**src/rtl/Cipher_defs.sv**
```systemverilog
// Cipher_defs: shared AES byte/word types plus sub-word scheduler state and owner encodings.
package Cipher_defs;
  typedef logic [7:0] AESByte;
  typedef AESByte [3:0] AESWord;
  typedef enum logic [1:0] {ST_IDLE, ST_BUSY, ST_DONE} t_sched_state;
  typedef enum logic {OWN_A = 1'b0, OWN_B = 1'b1} t_owner;
endpackage

```
**src/rtl/sbox.sv**
```systemverilog
// sbox: combinational AES S-box, multiplicative inverse in GF(2^8) followed by the affine map.
module sbox
  import Cipher_defs::*;
(
  input  AESByte i_byte,
  output AESByte o_byte
);
  function automatic AESByte gf_mul(input AESByte a, input AESByte b);
    AESByte p, x;
    p = '0;
    x = a;
    for (int k = 0; k < 8; k++) begin
      p = b[k] ? p ^ x : p;
      x = {x[6:0], 1'b0} ^ (x[7] ? 8'h1b : 8'h00);
    end
    return p;
  endfunction
  AESByte w_pow, w_inv;
  // x^254 = x^-1 (and 0 maps to 0), built from x^2 * x^4 * ... * x^128
  always_comb begin
    w_pow = gf_mul(i_byte, i_byte);
    w_inv = w_pow;
    for (int k = 0; k < 6; k++) begin
      w_pow = gf_mul(w_pow, w_pow);
      w_inv = gf_mul(w_inv, w_pow);
    end
  end
  assign o_byte = w_inv ^ {w_inv[6:0], w_inv[7]} ^ {w_inv[5:0], w_inv[7:6]}
                ^ {w_inv[4:0], w_inv[7:5]} ^ {w_inv[3:0], w_inv[7:4]} ^ 8'h63;
endmodule

```
**src/rtl/sub_word_sched.sv**
```systemverilog
// sub_word_sched: two requesters share one sbox; the granted word is substituted one byte per cycle.
module sub_word_sched
  import Cipher_defs::*;
#(
  parameter bit RR_EN = 1'b1
)
(
  input  logic   clk,
  input  logic   rst,
  input  logic   a_valid,
  input  AESWord a_word,
  output logic   a_ready,
  input  logic   b_valid,
  input  AESWord b_word,
  output logic   b_ready,
  output logic   out_valid,
  output AESWord out_word,
  output logic   out_owner,
  input  logic   out_ready
);
  t_sched_state r_state, w_state_nxt;
  logic [1:0] r_idx;
  AESWord r_word, r_res;
  t_owner r_owner, r_last;
  AESByte w_sbox_out;
  logic w_idle, w_gnt_b, w_accept;
  // B wins only when alone, or on a tie under round-robin after A was served last
  assign w_idle = r_state == ST_IDLE && !rst;
  assign w_gnt_b = b_valid && (!a_valid || (RR_EN && r_last == OWN_A));
  assign a_ready = w_idle && a_valid && !w_gnt_b;
  assign b_ready = w_idle && w_gnt_b;
  assign w_accept = a_ready || b_ready;
  assign out_valid = r_state == ST_DONE;
  assign out_word = r_res;
  assign out_owner = r_owner;
  sbox u_sbox (.i_byte(r_word[r_idx]), .o_byte(w_sbox_out));
  always_comb begin
    w_state_nxt = r_state == ST_IDLE ? (w_accept ? ST_BUSY : ST_IDLE)
                : r_state == ST_BUSY ? (r_idx == 2'd3 ? ST_DONE : ST_BUSY)
                : (out_ready ? ST_IDLE : ST_DONE);
  end
  always_ff @(posedge clk) begin
    if (rst) begin
      r_state <= ST_IDLE;
      r_idx <= '0;
      r_word <= '0;
      r_res <= '0;
      r_owner <= OWN_A;
      r_last <= OWN_B;
    end else begin
      r_state <= w_state_nxt;
      if (w_accept) begin
        r_word <= w_gnt_b ? b_word : a_word;
        r_owner <= w_gnt_b ? OWN_B : OWN_A;
        r_last <= w_gnt_b ? OWN_B : OWN_A;
        r_idx <= '0;
      end
      if (r_state == ST_BUSY) begin
        r_res[r_idx] <= w_sbox_out;
        r_idx <= r_idx + 2'd1;
      end
    end
  end
endmodule

```
**config.mk**
```make
export PLATFORM = sky130hd
export DESIGN_NAME = sub_word_sched
export DESIGN_NICKNAME = d
export VERILOG_FILES = /design/src/rtl/Cipher_defs.sv /design/src/rtl/sbox.sv /design/src/rtl/sub_word_sched.sv
export SDC_FILE = /design/constraint.sdc
export NUM_CORES = 1
export LEC_CHECK = 0
export CAP_MARGIN = 20
export CORE_ASPECT_RATIO = 1.5
export CORE_MARGIN = 1
export CORE_UTILIZATION = 35
export DETAILED_ROUTE_END_ITERATION = 16
export PLACE_DENSITY = 0.59
export SYNTH_ARGS = -nofsm -noshare
export SYNTH_HDL_FRONTEND = slang
export SYNTH_SLANG_ARGS = --single-unit
```
**constraint.sdc**
```tcl
create_clock -name clk -period 16.52 [get_ports clk]
set_clock_uncertainty 0.15 [all_clocks]
set_input_delay 3.304 -clock clk [delete_from_list [all_inputs] [get_ports clk]]
set_output_delay 3.304 -clock clk [all_outputs]
set_load 0.005 [all_outputs]
```
# Yosys cells after proc, flatten, opt, wreduce, memory -nomap -nowiden
# Index checks and enable logic that the tools add are counted.
# word_totals
latch_bits,0
word_cells,414
ff_bits,70
n_memories,0
mem_bits_rw,0
rom_bits,0
inputBits,69
output_inout_bits,36
# classes
shift,0
n_addsub,1
n_reduce_logical,13
n_eq_ne,3
n_lt_le_gt_ge,2
n_div,0
mul,0
bitwise_logic,181
mux,202
# op_table
operator,n
bitwise XOR 8 bit,178
2-to-1 mux 8 bit,106
2-to-1 mux 5 bit,84
bitwise mux 32 bit,1
2-to-1 mux 32 bit,1
binary-select mux 8 bit (select 2 bit),1
demux 8 bit (select 2 bit),1
2-to-1 mux 2 bit,6
bitwise XOR 8 x 5 -> 8 bit,1
logical AND 1 bit,6
"equality test 2 bit, second input constant",2
inverter 4 bit,1
zero test 1 bit,3
"less-than comparator 2 x 3 -> 1 bit, second input constant",1
"adder 2 x 1 -> 2 bit, second input constant",1
"equality test 2 x 1 -> 1 bit, second input constant",1
">= comparator 2 x 1 -> 1 bit, second input constant",1
zero test 2 bit,1
logical OR 1 bit,2
2-to-1 mux 1 bit,2
nonzero test 2 bit,1
inverter 1 bit,1

# Logic depth before layout (Yosys ltp)
# depth
word_depth,135
mapped_depth,70
depth_no_buf,53

# Cells and area by module
# Synthesis repeated with hierarchy kept, for this count alone.
# unflattened
cells_unflattened,2294
area_unflattened_um2,17549.3
# modules_own_cells
module,seq_area_each_um2,area_each_um2,n_inst,cells_per_inst
sbox,0.0,14396.3,1,1949
sub_word_sched,1401.3,3153.0,1,345

# Least setup slack after synthesis
# No wires, ideal clock.
# synth_timing
kind,flip-flop to flip-flop
from,reg r_idx[0]
to,"reg r_res, in the netlist out_word[31]"
n_path_buf,11
arrival_ns,17.104
synth_period_minus_slack_ns,17.386
required_time_ns,16.238
slack_ns,-0.866
path_stages_with_launch,65
setup_ns,0.132
path_cell_list,dfxtp_1 -> buf_6 -> mux4_2 -> clkbuf_1 -> ha_1 -> clkbuf_1 -> nand2_1 -> xnor2_2 -> inv_1 -> buf_2 -> buf_1 -> ha_1 -> clkbuf_1 -> xnor3_1 -> xor2_2 -> o22ai_1 -> mux2_2 -> o31a_1 -> (+29 left out) -> o31ai_2 -> mux2i_1 -> a221oi_1 -> a21oi_1 -> or3_1 -> nand3_1 -> xnor3_2 -> xnor3_2 -> or3b_1 -> a31oi_1 -> xnor2_1 -> xnor3_1 -> xnor3_2 -> xnor2_2 -> xnor2_1 -> xnor3_1 -> nand2_1 -> a21oi_1
# synth_between
elab_chain_cells,131
word_cells_on_any_way,375
cone_classes,2 x order compare; 193 x mux; 179 x bitwise; 1 x reduce/logical
# synth_rtl
element,line_no,rtl
from (decl),sub_word_sched.sv:22,logic [1:0] r_idx;
from (signal assigned),sub_word_sched.sv:60,r_idx <= r_idx + 2'd1;
binary-select mux 8 bit (select 2 bit),sub_word_sched.sv:36,"sbox u_sbox (.i_byte(r_word[r_idx]), .o_byte(w_sbox_out));"
2-to-1 mux 8 bit (implied by the code),sub_word_sched.sv:36,
2-to-1 mux 5 bit,sbox.sv:14,"x = {x[6:0], 1'b0} ^ (x[7] ? 8'h1b : 8'h00);"
bitwise XOR 8 bit,sbox.sv:14,
bitwise XOR 8 bit,sbox.sv:13,p = b[k] ? p ^ x : p;
2-to-1 mux 8 bit,sbox.sv:13,
bitwise XOR 8 bit,sbox.sv:13,
2-to-1 mux 8 bit,sbox.sv:13,
(+113 left out),-,
2-to-1 mux 8 bit,sbox.sv:13,
bitwise XOR 8 bit,sbox.sv:13,
2-to-1 mux 8 bit,sbox.sv:13,
bitwise XOR 8 bit,sbox.sv:13,
2-to-1 mux 8 bit,sbox.sv:13,
bitwise XOR 8 bit (2 in a row),sbox.sv:28,"assign o_byte = w_inv ^ {w_inv[6:0], w_inv[7]} ^ {w_inv[5:0], w_inv[7:6]}"
bitwise XOR 8 bit (2 in a row),sbox.sv:29,"^ {w_inv[4:0], w_inv[7:5]} ^ {w_inv[3:0], w_inv[7:4]} ^ 8'h63;"
bitwise mux 32 bit (*),sub_word_sched.sv:59,r_res[r_idx] <= w_sbox_out;
"to (signal, indexed assignment)",sub_word_sched.sv:59,
to (decl),sub_word_sched.sv:23,"AESWord r_word, r_res;"
# Mark *: on every way between the ends. The rest lies on a longest branch, timed or not. The select of a mux whose other input is x is not followed.
# A chain may end at the register's enable or synchronous reset.

# Worst setup path in the final report
# Ends and elaborated chain as after synthesis.

==> results.txt <==
Antenna Violating Nets Remaining = 0
Count of input and output buffers = 104
CP Max Fanout = 9
Type of the tightest min-delay check = reg -> reg
CORE AREA = 0.05093 sq mm
Area Growth Syn to Fin = 19.23%
Final slew viol count = 0
Share of cells above drive strength 1 = 15.99%
Skew-Pair Late Insertion Delay = 340 ps
CTS Buffer Depth = 2
Detailed Routing Iterations Pass 1 = 6
Gr ovfl total = 0
WP buf/inv = 2
Largest net degree at the start of global routing = 72
Post-layout util = 42.42%
#FFs+latches synth = 70
Tightest hold margin = 308.6 ps
First-pass GRT wire length = 98.51 mm
Critical path's top delay family = XOR/XNOR gates
Status = complete, no violations
Critical path required time = 16570 ps
Post-synth EDFFs = 0
Largest stage delay on the critical path = 610 ps
Synth top area cells = xnor2_1 (16%), xnor3_1 (11%), dfxtp_1 (7.7%), nor2_1 (7.0%), nand2_1 (5.1%)
Fill cell count = 5107
Ports = 105
Number of vias per cell = 5.770
Rows = 101
RD Place Congestion = 0.9379
Fmax = 0.06312 GHz
CP max-delay cell = xnor3_1
Die width = 187.8 um
Hold Path Origin = out_word[17]
Wire length per cell = 19.89 um
CP Class = reg -> reg
Synthesized area per cell = 7.746 sq um
Nets@finish = 2539
Metal3 WL = 2.474 mm
Full die area = 0.05270 sq mm
Sequential cell area fraction in the yosys report = 7.734%
DRT iter0 DRCs = 1246
Die height = 280.7 um
Vias in the first global route = 17710
Synth Flop Type = dfxtp_1
Total Wirelength = 62.33 mm
CTS root buf = clkbuf_16
H-tree lvl count = 3
Clk pin slew, worst setup/hold paths = 60 ps
Number of remaining DRC errors = 0
Max Cap Viol = 0
Synth unique cells = 102
Critical Path Sink Type = flop
CTS tree = yes
Final Hold Viols = 0
DRT met1 WL = 24.29 mm
Global Route Usage Sum = 23.06%
Clk sinks = 70
Post-Syn Instances = 2339
Crit path launch = r_idx[0]
Post-layout min period = 15840 ps
Post-synth ARST share = 0%
Initial antenna violation count = 0
Syn Std Cell Area = 0.01812 sq mm
HPWL Detailed = 47.66 mm
ANT cells = 0
DR WL met2 = 32.88 mm
DR top layer = met4
DR vias = 18080
Crit start category = flop
Slew @ Worst Pin = 1077 ps
Initial core utilization = 35.58%
CTS Buf Count = 9
Hold Buf Count CTS = 0
Max-slew headroom = 27.70%
Dominant cell type by area after synthesis = xnor2_1
Endpoints failing setup = 0
Share of the synthesized area in the top cell type = 16.39%
Worst r2r src = r_idx[0]
Crit path DAT = 15890 ps
Period utilization = 95.90%
Synthesis warning total = 0
Mapped Nets = 2419
Crit path top cell by count = xnor3_2
## per-stage QoR
step	area, sq um	std cells	worst slack [ps]	TNS [ps]
floorplan	18230	2339	24.81	0
global placement	20530	3092	174.1	0
detailed placement	20530	3092	-164.7	-1742
CTS	20860	3108	17.14	0
global route	21600	3133	-35.82	-121.8
finish	21600	3133	678.0	0
## synthesized netlist by cell type, drive strengths merged (6+ instances only)
library cell,n
xnor3,101
mux2i,83
ha,11
mux4,9
nor2b,13
a31oi,29
nand4,13
a211o,9
xor3,15
a211oi,61
and2,18
a221oi,11
a2111oi,6
nand2,246
a311oi,7
a21oi,129
inv,20
o21a,13
clkbuf,100
nor4,15
nor3b,7
or3,12
o31ai,13
buf,57
o211a,9
o22ai,23
xnor2,373
a22oi,17
a2bb2oi,7
a21o,8
o211ai,19
xor2,89
nor2,339
nand2b,12
and3,12
o32ai,7
nor3,85
o31a,6
dfxtp,70
o2111ai,6
o21ai,96
nand3,64
mux2,24
## cell usage in the layout (no fill, tap or decap), types with 11 or more instances in the layout
cell type,n
a21oi_1,125
xnor2_1,304
xnor3_2,23
dfxtp_1,70
nor3_1,80
o21a_1,12
nor2b_1,13
xnor2_2,57
xor2_1,67
nand2b_1,12
and2_1,17
and3_1,12
nand4_1,13
xor2_2,16
a22oi_1,16
nand3_1,62
nor4_1,11
or3_1,11
a211oi_1,57
a31oi_1,27
mux2_2,24
o21ai_1,16
nand2_1,242
xnor2_4,12
mux2i_1,80
o211ai_1,19
buf_4,156
inv_1,17
nor2_1,333
clkdlybuf4s50_1,103
o22ai_1,23
xnor3_1,78
o21ai_0,78
## logic make-up (layout without fill, tap and decap cells)
kind of cell               count (synthesis)  after routing  synth area share, %
muxes                                    116            116                7.216
adders and majority gates                 13             13               0.8701
xor gates and xnor gates                 578            579                39.33
DFF                                       70             70                7.734
and+or+nand+nor                          854            854                20.79
AOI/OAI and AO/OA                        528            528                19.80
buffers and inverters                    180            304                4.254
## path summary, 6_finish.rpt
path | endpoint | slack (ps) | cells past startpoint
setup / recovery | out_word[31] | 680 | 52
hold / removal | out_word[17] | 310 | 2
setup reg to reg | out_word[31] | 680 | 52
hold reg to reg | out_word[17] | 310 | 2
## layout make-up
type / instances / area [sq um] / share of cell area (%)
clock inverter: 7 / 55.05 / 0.2548
sequential: 70 / 1401 / 6.487
clock buffer: 9 / 225.2 / 1.043
timing repair buffer: 265 / 2306 / 10.67
inverter: 23 / 88.84 / 0.4112
multi-input combinational: 2090 / 16690 / 77.26
tap: 669 / 837.1 / 3.875
## worst register-to-register path, delay by kind of cell (launching register included)
family,cells,cell delay [ps]
xor+xnor,31,10380
simple gates,8,1600
compound gates,6,1170
mux,3,970
fa+ha+maj,2,650
buf+inv,2,400
flops,1,380
## sequential cells by signal, indices dropped and copies added (netlist names)
signal,count
out_owner,1
out_word,32
r_idx,2
r_last,1
r_state,2
r_word,32
## repair_timing
item	4_1_cts	5_1_grt
gates cloned	0	1
gates resized for setup	6	85
pin swaps	0	14
setup buffers	0	22
endpoints found under the setup margin	28	32
## routing by layer
layer | up-vias | GRT usage, %
met5 | - | 0
li1 | 8545 | -
met4 | 0 | 9.694
met3 | 177 | 1.286
met2 | 623 | 44.13
met1 | 8733 | 26.24
Power is not shown: default switching activity piles up to over one toggle a cycle in this logic, so the estimate is an artifact.
